### src/rtl/rx_comandos_serial_pkg.sv
// Shared definitions for the RX command path: receiver state codes and
// the ASCII command bytes understood from the operator terminal.
package rx_comandos_serial_pkg;

  typedef enum logic [3:0] {
    OCIOSO = 4'd0,
    INICIO = 4'd1,
    DADOS  = 4'd2,
    PARADA = 4'd3,
    FINAL  = 4'd4,
    ERRO   = 4'd5
  } estado_t;

  localparam logic [7:0] CMD_ABRE_MAI   = 8'h41; // 'A'
  localparam logic [7:0] CMD_ABRE_MIN   = 8'h61; // 'a'
  localparam logic [7:0] CMD_FECHA_MAI  = 8'h46; // 'F'
  localparam logic [7:0] CMD_FECHA_MIN  = 8'h66; // 'f'
  localparam logic [7:0] CMD_MANUAL_MAI = 8'h4D; // 'M'
  localparam logic [7:0] CMD_MANUAL_MIN = 8'h6D; // 'm'
  localparam logic [7:0] CMD_AUTO_MAI   = 8'h55; // 'U'
  localparam logic [7:0] CMD_AUTO_MIN   = 8'h75; // 'u'

endpackage

### src/rtl/rx_serial_8N1.sv
// 8N1 UART receiver: input synchroniser, framing FSM, tick/bit counters and
// LSB-first shift register. Publishes each byte that ends in a valid stop bit.
module rx_serial_8N1
  import rx_comandos_serial_pkg::*;
#(
  parameter int CLKS_PER_BIT = 434
) (
  input  logic       clock,
  input  logic       reset,
  input  logic       rx,
  output logic [7:0] dado,
  output logic       dado_valido,
  output logic       erro_quadro,
  output logic [3:0] db_estado
);

  localparam int HALF_BIT = CLKS_PER_BIT / 2;
  localparam int TICK_W   = $clog2(CLKS_PER_BIT);
  localparam logic [TICK_W-1:0] LAST_TICK = TICK_W'(CLKS_PER_BIT - 1);
  localparam logic [TICK_W-1:0] HALF_TICK = TICK_W'(HALF_BIT - 1);

  estado_t           estado, estado_prox;
  logic              rx_m, rx_s;
  logic [TICK_W-1:0] tick;
  logic [2:0]        bits;
  logic [7:0]        shift;
  logic              fim_bit, amostra;

  // Synchroniser presets to the idle-high line level.
  always_ff @(posedge clock or negedge reset) begin
    if (!reset) begin
      rx_m <= 1'b1;
      rx_s <= 1'b1;
    end else begin
      rx_m <= rx;
      rx_s <= rx_m;
    end
  end

  assign fim_bit = (tick == LAST_TICK);

  always_comb begin
    estado_prox = estado;
    amostra     = 1'b0;
    case (estado)
      OCIOSO: if (!rx_s) estado_prox = INICIO;
      INICIO: if (tick == HALF_TICK) estado_prox = rx_s ? OCIOSO : DADOS;
      DADOS: begin
        if (fim_bit) begin
          amostra = 1'b1;
          if (bits == 3'd7) estado_prox = PARADA;
        end
      end
      PARADA: if (fim_bit) estado_prox = rx_s ? FINAL : ERRO;
      FINAL:  estado_prox = OCIOSO;
      // In ERRO the tick counter measures consecutive idle-high cycles.
      ERRO:   if (rx_s && fim_bit) estado_prox = OCIOSO;
      default: estado_prox = OCIOSO;
    endcase
  end

  always_ff @(posedge clock or negedge reset) begin
    if (!reset) begin
      estado      <= OCIOSO;
      tick        <= '0;
      bits        <= '0;
      shift       <= '0;
      dado        <= '0;
      dado_valido <= 1'b0;
      erro_quadro <= 1'b0;
    end else begin
      estado <= estado_prox;
      if (estado_prox != estado) begin
        tick <= '0;
        bits <= '0;
      end else if (estado == ERRO && !rx_s) begin
        tick <= '0;
      end else begin
        tick <= fim_bit ? '0 : tick + 1'b1;
        if (amostra) bits <= bits + 3'd1;
      end
      if (amostra) shift <= {rx_s, shift[7:1]};
      // Byte and strobes are registered so they line up with FINAL / ERRO entry.
      dado_valido <= (estado == PARADA) && (estado_prox == FINAL);
      erro_quadro <= (estado == PARADA) && (estado_prox == ERRO);
      if ((estado == PARADA) && (estado_prox == FINAL)) dado <= shift;
    end
  end

  assign db_estado = estado;

endmodule

### src/rtl/rx_comandos_serial.sv
// Operator-terminal RX path: UART receiver plus ASCII command decoder that
// drives valve open/close pulses and the manual/automatic mode level.
module rx_comandos_serial
  import rx_comandos_serial_pkg::*;
#(
  parameter int CLKS_PER_BIT = 434
) (
  input  logic       clock,
  input  logic       reset,
  input  logic       RX,
  output logic [7:0] dado,
  output logic       dado_valido,
  output logic       erro_quadro,
  output logic       cmd_abre,
  output logic       cmd_fecha,
  output logic       cmd_desconhecido,
  output logic       modo_manual,
  output logic [3:0] db_estado
);

  logic eh_manual, eh_auto;

  rx_serial_8N1 #(.CLKS_PER_BIT(CLKS_PER_BIT)) u_rx (
    .clock       (clock),
    .reset       (reset),
    .rx          (RX),
    .dado        (dado),
    .dado_valido (dado_valido),
    .erro_quadro (erro_quadro),
    .db_estado   (db_estado)
  );

  // Decode of the registered byte, qualified by the FINAL-cycle strobe.
  always_comb begin
    cmd_abre         = 1'b0;
    cmd_fecha        = 1'b0;
    cmd_desconhecido = 1'b0;
    eh_manual        = 1'b0;
    eh_auto          = 1'b0;
    if (dado_valido) begin
      case (dado)
        CMD_ABRE_MAI,   CMD_ABRE_MIN:   cmd_abre  = 1'b1;
        CMD_FECHA_MAI,  CMD_FECHA_MIN:  cmd_fecha = 1'b1;
        CMD_MANUAL_MAI, CMD_MANUAL_MIN: eh_manual = 1'b1;
        CMD_AUTO_MAI,   CMD_AUTO_MIN:   eh_auto   = 1'b1;
        default:                        cmd_desconhecido = 1'b1;
      endcase
    end
  end

  always_ff @(posedge clock or negedge reset) begin
    if (!reset) begin
      modo_manual <= 1'b0;
    end else if (eh_manual) begin
      modo_manual <= 1'b1;
    end else if (eh_auto) begin
      modo_manual <= 1'b0;
    end
  end

endmodule
### config.mk
export PLATFORM = sky130hd
export DESIGN_NAME = rx_comandos_serial
export DESIGN_NICKNAME = d
export VERILOG_FILES = /design/src/rtl/rx_comandos_serial_pkg.sv /design/src/rtl/rx_serial_8N1.sv /design/src/rtl/rx_comandos_serial.sv
export SDC_FILE = /design/constraint.sdc
export NUM_CORES = 1
export LEC_CHECK = 0
export BUFFER_PORTS_ARGS = -buffer_cell sky130_fd_sc_hd__buf_4
export CAP_MARGIN = 20
export CORE_MARGIN = 8
export CORE_UTILIZATION = 60
export CTS_CLUSTER_SIZE = 25
export DETAILED_ROUTE_END_ITERATION = 8
export PLACE_DENSITY = 0.92
export REMOVE_ABC_BUFFERS = 1
export SLEW_MARGIN = 20
export SYNTH_ARGS = -nofsm -noshare
export SYNTH_HDL_FRONTEND = slang
export SYNTH_SLANG_ARGS = --single-unit
### constraint.sdc
create_clock -name clock -period 4.3 [get_ports clock]
set_input_delay 1.075 -clock clock [delete_from_list [all_inputs] [get_ports clock]]
set_output_delay 1.075 -clock clock [all_outputs]
set_load 0.005 [all_outputs]
==> out/results.env <==
RUN_STATUS='finished, final reports clean'
FMAX_MHz=344
HTREE_LEVELS=2
ROUTE.DETAILED.DRC=0
PLACED_CELLS_INCL_TAPS=227
ANTENNA_FOUND_INITIAL=0
PLACEMENTROWS=21
CLK_PIN_SLEW_WORST_PATHS_NS=0.10
CRITICAL_PATH.ENDPOINT_TYPE='output pin'
GROUTE.LAYER.MET2.USAGE_PCT=28.6
GROUTE.LAYER.MET3.USAGE_PCT=4.91
POST_LAYOUT_NONFILLER_INSTANCES=234
SHARE_OF_THE_CYCLE_NEEDED_BY_THE_CRITICAL_PATH_AFTER_ROUTING_PCT=67.7
LAYOUT-AREA-OVERHEAD-VS-SYNTH_PCT=10.2
UNREPAIRED_SETUP_ENDPOINTS_AFTER_GLOBAL_ROUTING='no'
AVGSYNTHCELLAREA_SQ_UM=11.8
TIMING.CRITICAL_PATH.SLOWEST_CELL_DELAY_NS=0.58
GRT_PASS1_VIAS=1416
DR_TOTAL_VIAS=1380
SEQ_POWER_SHARE_PCT=62.5
DRT.ANTENNA.VIOLATING_NETS=0
P_COMB_SHARE_PCT=5.8
POST_ROUTE_CELLS_DRIVE_ABOVE_1_SHARE_PCT=31.4
FINAL-MAX-SLEW-VIOLATION-COUNT=0
TIGHTESTPINTRANSITION_NS=0.799
NETSWITCHINGFRACTION_PCT=23.4
CELL_BY_CELL_TRACE_OF_THE_CRITICAL_PATH='nor4bb_1 > nand2_1 > nor4_1 > buf_4'
NUM_IO_PINS=21
YOSYS_REGISTER_BITS=37
HPWL_UM=3010
WORSTSETUPSTARTPOINTTYPE='register'
P_TOTAL_uW=575
POWER.SHARE.CLOCK_PCT=31.7
WORSTSETUPPATHDEPTH=4
DRT-WIRELENGTH-PER-CELL_UM=17.2
SYN_AREA_SQ_UM=2000
FP.DIEAREA_SQ_UM=5430
DR_VIAS_CELL=5.90
YS_ASYNC_SR_FRACTION_PCT=100
SEQ_AREA_SQ_UM=928
CTS_SINKS=37
CRIT_REQUIRED_NS=3.22
POWER_DISSIPATED_BY_SWITCHING_NET_LOADS_uW=135
SYNTH_SEQ_AREA_SHARE_PCT=46.5
YOSYSUNIQUECELLTYPES=48
CORE_SQ_UM=3260
GRT-OVFL-TOTAL=0
WORSTSKEWPAIRLATENCY_NS=0.33
ENDPOINT='cmd_abre'
NFILLCELLS=244
FINALCLOCKSKEW_NS=0.00217
SYNTH-EDFF-COUNT=0
DIE_W_UM=73.7
CTS_TREE='built'
TNS_NS=0
MAX_CAP_VIOL_COUNT=0
DRT_PRE_ANTENNA_ITERS=4
CTSHOLDBUFFERS=0
CRITICAL_PATH.MAX_FANOUT=4
CRITICAL_PATH.STARTPOINT='u_rx.dado[1]'
WORST_HOLD_SLACK_NS=0.362
YS_DOMINANT_REG_CELL='sky130_fd_sc_hd__dfrtp_1'
REG2REG_TO='u_rx.bits[1]'
GRT-BUSIEST-LAYER='met2'
R2R_SETUP_SLACK_NS=2.15
ARRIVAL_NS=1.83
RR_WORST_DEPTH=4
ROUTED_WIRELENGTH_UM=4030
CRIT_TYPE='register to output pin'
FINAL_ESTIMATED_ROUTING_CONGESTION_IN_GLOBAL_PLACEMENT=0.873
RELSLEWSLACK_PCT=46.5
TOTAL_LEAKAGE_POWER_uW=0.000941
MAX-CLOCK-PATH-BUFFERS=2
GRT_START_MAX_NET_PINS=38
SYNTHESIS.INSTANCES=169
SYNTH_TOP_AREA_CELL='sky130_fd_sc_hd__dfrtp_1'
FINALCRITICALPERIOD_NS=2.91
NETLIST_TOP_CELLS_AREA='sky130_fd_sc_hd__dfrtp_1, sky130_fd_sc_hd__mux2_2, sky130_fd_sc_hd__a211oi_2'
WIRE_LENGTH_OF_THE_FIRST_GLOBAL_ROUTING_PASS_UM=6910
MULTIINPUTGATEAREA_SQ_UM=978
FINAL_HOLD_VIOL_COUNT=0
WORST_PATH_MAX_DELAY_CELL='sky130_fd_sc_hd__nor4bb_1'
NUMPORTBUFFERS=20
DR.FIRST_ITER.DRC_COUNT=124
CP_NUM_BUF_INV=1
SYNTH_TOP_AREA_SHARE_PCT=43.9
TIMING.HOLD.WORST.CLASS='register to register'
MET1_USAGE_PCT=19.1
POSTCTSSETUPREPAIRBUFS=0
SETUP_VIOL=0
POWER.DENSITY_CELL_AREA_nW_PER_UM2=261
CTS_REPAIR_RESIZE_COUNT=0
CHIPHEIGHT_UM=73.7
NUMCTSBUFFERS=5
COUNT_OF_SYNTHESIS_STAGE_WARNINGS_FROM_YOSYS=0
IR_DROP_V=0.000180
GRT_USE_TOTAL_PCT=16.6
R2R-START='u_rx.db_estado[2]'
NUMBER_OF_ANTENNA_CELLS_INSERTED=0
FLOORPLAN.INITIALDENSITY_PCT=61.3
CLOCK_TREE.ROOT_CELL='sky130_fd_sc_hd__clkbuf_4'
CPLARGESTDELAYFAMILY='simple AND/OR/NAND/NOR gates'
TOTAL_NETS_FINAL=196
INTERNAL_POWER_uW=440
cell families (layout without fill, tap and decap cells):
group / after synthesis / count (layout) / synth area share (%)
buf+inv: 15 / 34 / 4.45
xor+xnor: 10 / 10 / 4.39
simple gates: 53 / 53 / 18.2
other cells: 1 / 1 / 0.188
mux: 19 / 19 / 10.6
fa+ha+maj: 5 / 5 / 3.13
flops: 37 / 37 / 46.5
compound gates: 29 / 29 / 12.5
power groups by stage:
stage / Sequential [uW] / Clock (uW) / Combinational (uW)
6_report: 359 / 182 / 33.3
5_1_grt: 360 / 200 / 37.8
4_1_cts: 359 / 187 / 34.0
3_5_place_dp: 366 / 0 / 33.8
3_3_place_gp: 366 / 0 / 31.5
2_1_floorplan: 364 / 0 / 17.9
per-layer routing:
| metal | vias up | routed length (um) |
|---|---|---|
| met5 | - | 0 |
| met4 | 0 | 46 |
| met2 | 29 | 2140 |
| met1 | 690 | 1630 |
| li1 | 655 | - |
| met3 | 6 | 208 |
stage by stage:
stage | util, % | setup slack [ns] | instance area (sq um)
finish | 67.5 | 1.39 | 2200
global route | 67.5 | 1.20 | 2200
CTS | 67.5 | 1.35 | 2200
detailed placement | 65.8 | 1.75 | 2140
global placement | 65.8 | 1.92 | 2140
floorplan | - | 2.05 | 1930
worst min-delay path by stage:
stage | from | to | slack, ns | depth (start not counted)
floorplan | u_rx.rx_m | u_rx.rx_s | 0.35 | 0
global placement | u_rx.rx_m | u_rx.rx_s | 0.35 | 0
detailed placement | u_rx.rx_m | u_rx.rx_s | 0.35 | 0
CTS | u_rx.rx_m | u_rx.rx_s | 0.36 | 0
global route | u_rx.rx_m | u_rx.rx_s | 0.37 | 0
finish | u_rx.rx_m | u_rx.rx_s | 0.36 | 0
layout by cell type (no fill, tap or decap), types with 2 or more instances in the layout:
cell,netlist,final
sky130_fd_sc_hd__dfrtp_1,35,35
sky130_fd_sc_hd__buf_4,2,21
sky130_fd_sc_hd__mux2_2,15,15
sky130_fd_sc_hd__nand2_1,9,9
sky130_fd_sc_hd__a211oi_2,9,9
sky130_fd_sc_hd__nand3_1,7,7
sky130_fd_sc_hd__a21oi_1,7,7
sky130_fd_sc_hd__inv_1,6,6
sky130_fd_sc_hd__xnor2_1,6,6
sky130_fd_sc_hd__nor2_1,5,5
sky130_fd_sc_hd__ha_1,5,5
sky130_fd_sc_hd__clkbuf_4,0,5
sky130_fd_sc_hd__a211oi_1,4,4
sky130_fd_sc_hd__xor2_1,4,4
sky130_fd_sc_hd__nor2b_1,3,3
sky130_fd_sc_hd__nand2b_1,3,3
sky130_fd_sc_hd__nor3_1,3,3
sky130_fd_sc_hd__nand3b_1,3,3
sky130_fd_sc_hd__and2_1,2,2
sky130_fd_sc_hd__nand4b_1,2,2
sky130_fd_sc_hd__nand4_1,2,2
sky130_fd_sc_hd__a22oi_1,2,2
sky130_fd_sc_hd__nor4_1,2,2
sky130_fd_sc_hd__mux2i_1,2,2
sky130_fd_sc_hd__mux2_1,2,2
sky130_fd_sc_hd__dfstp_2,2,2
area by class of cell:
cell class / instances / area share, %
sequential: 37 / 42.2
tap: 46 / 2.62
inverter: 6 / 1.02
timing repair buffer: 21 / 7.17
multi-input combinational: 117 / 44.5
clock buffer: 7 / 2.50
synth_stat cells (2+ instances only):
library cell                n
sky130_fd_sc_hd__nand2b_1   3
sky130_fd_sc_hd__inv_1      6
sky130_fd_sc_hd__buf_4      2
sky130_fd_sc_hd__ha_1       5
sky130_fd_sc_hd__nor3_1     3
sky130_fd_sc_hd__nor2_1     5
sky130_fd_sc_hd__a211oi_2   9
sky130_fd_sc_hd__buf_2      2
sky130_fd_sc_hd__xor2_1     4
sky130_fd_sc_hd__nand3_1    7
sky130_fd_sc_hd__buf_6      3
sky130_fd_sc_hd__xnor2_1    6
sky130_fd_sc_hd__mux2_1     2
sky130_fd_sc_hd__dfstp_2    2
sky130_fd_sc_hd__and2_1     2
sky130_fd_sc_hd__nand4_1    2
sky130_fd_sc_hd__dfrtp_1   35
sky130_fd_sc_hd__mux2_2    15
sky130_fd_sc_hd__nand4b_1   2
sky130_fd_sc_hd__nor2b_1    3
sky130_fd_sc_hd__a211oi_1   4
sky130_fd_sc_hd__a21oi_1    7
sky130_fd_sc_hd__clkbuf_1   2
sky130_fd_sc_hd__a22oi_1    2
sky130_fd_sc_hd__nor4_1     2
sky130_fd_sc_hd__mux2i_1    2
sky130_fd_sc_hd__nand3b_1   3
sky130_fd_sc_hd__nand2_1    9
worst reg2reg max path, delay by kind of cell (launching register included):
family | cells | cell delay [ns]
mux | 1 | 0.20
flops | 1 | 0.56
simple gates | 2 | 1.07
compound gates | 1 | 0.25
registers in the layout, indices dropped and copies added, names as in the netlist:
name / cells
modo_manual: 1
u_rx.bits: 3
u_rx.dado: 8
u_rx.dado_valido: 1
u_rx.db_estado: 4
u_rx.erro_quadro: 1
u_rx.rx_m: 1
u_rx.rx_s: 1
u_rx.shift: 8
u_rx.tick: 9
(Power assumes the default switching activity.)
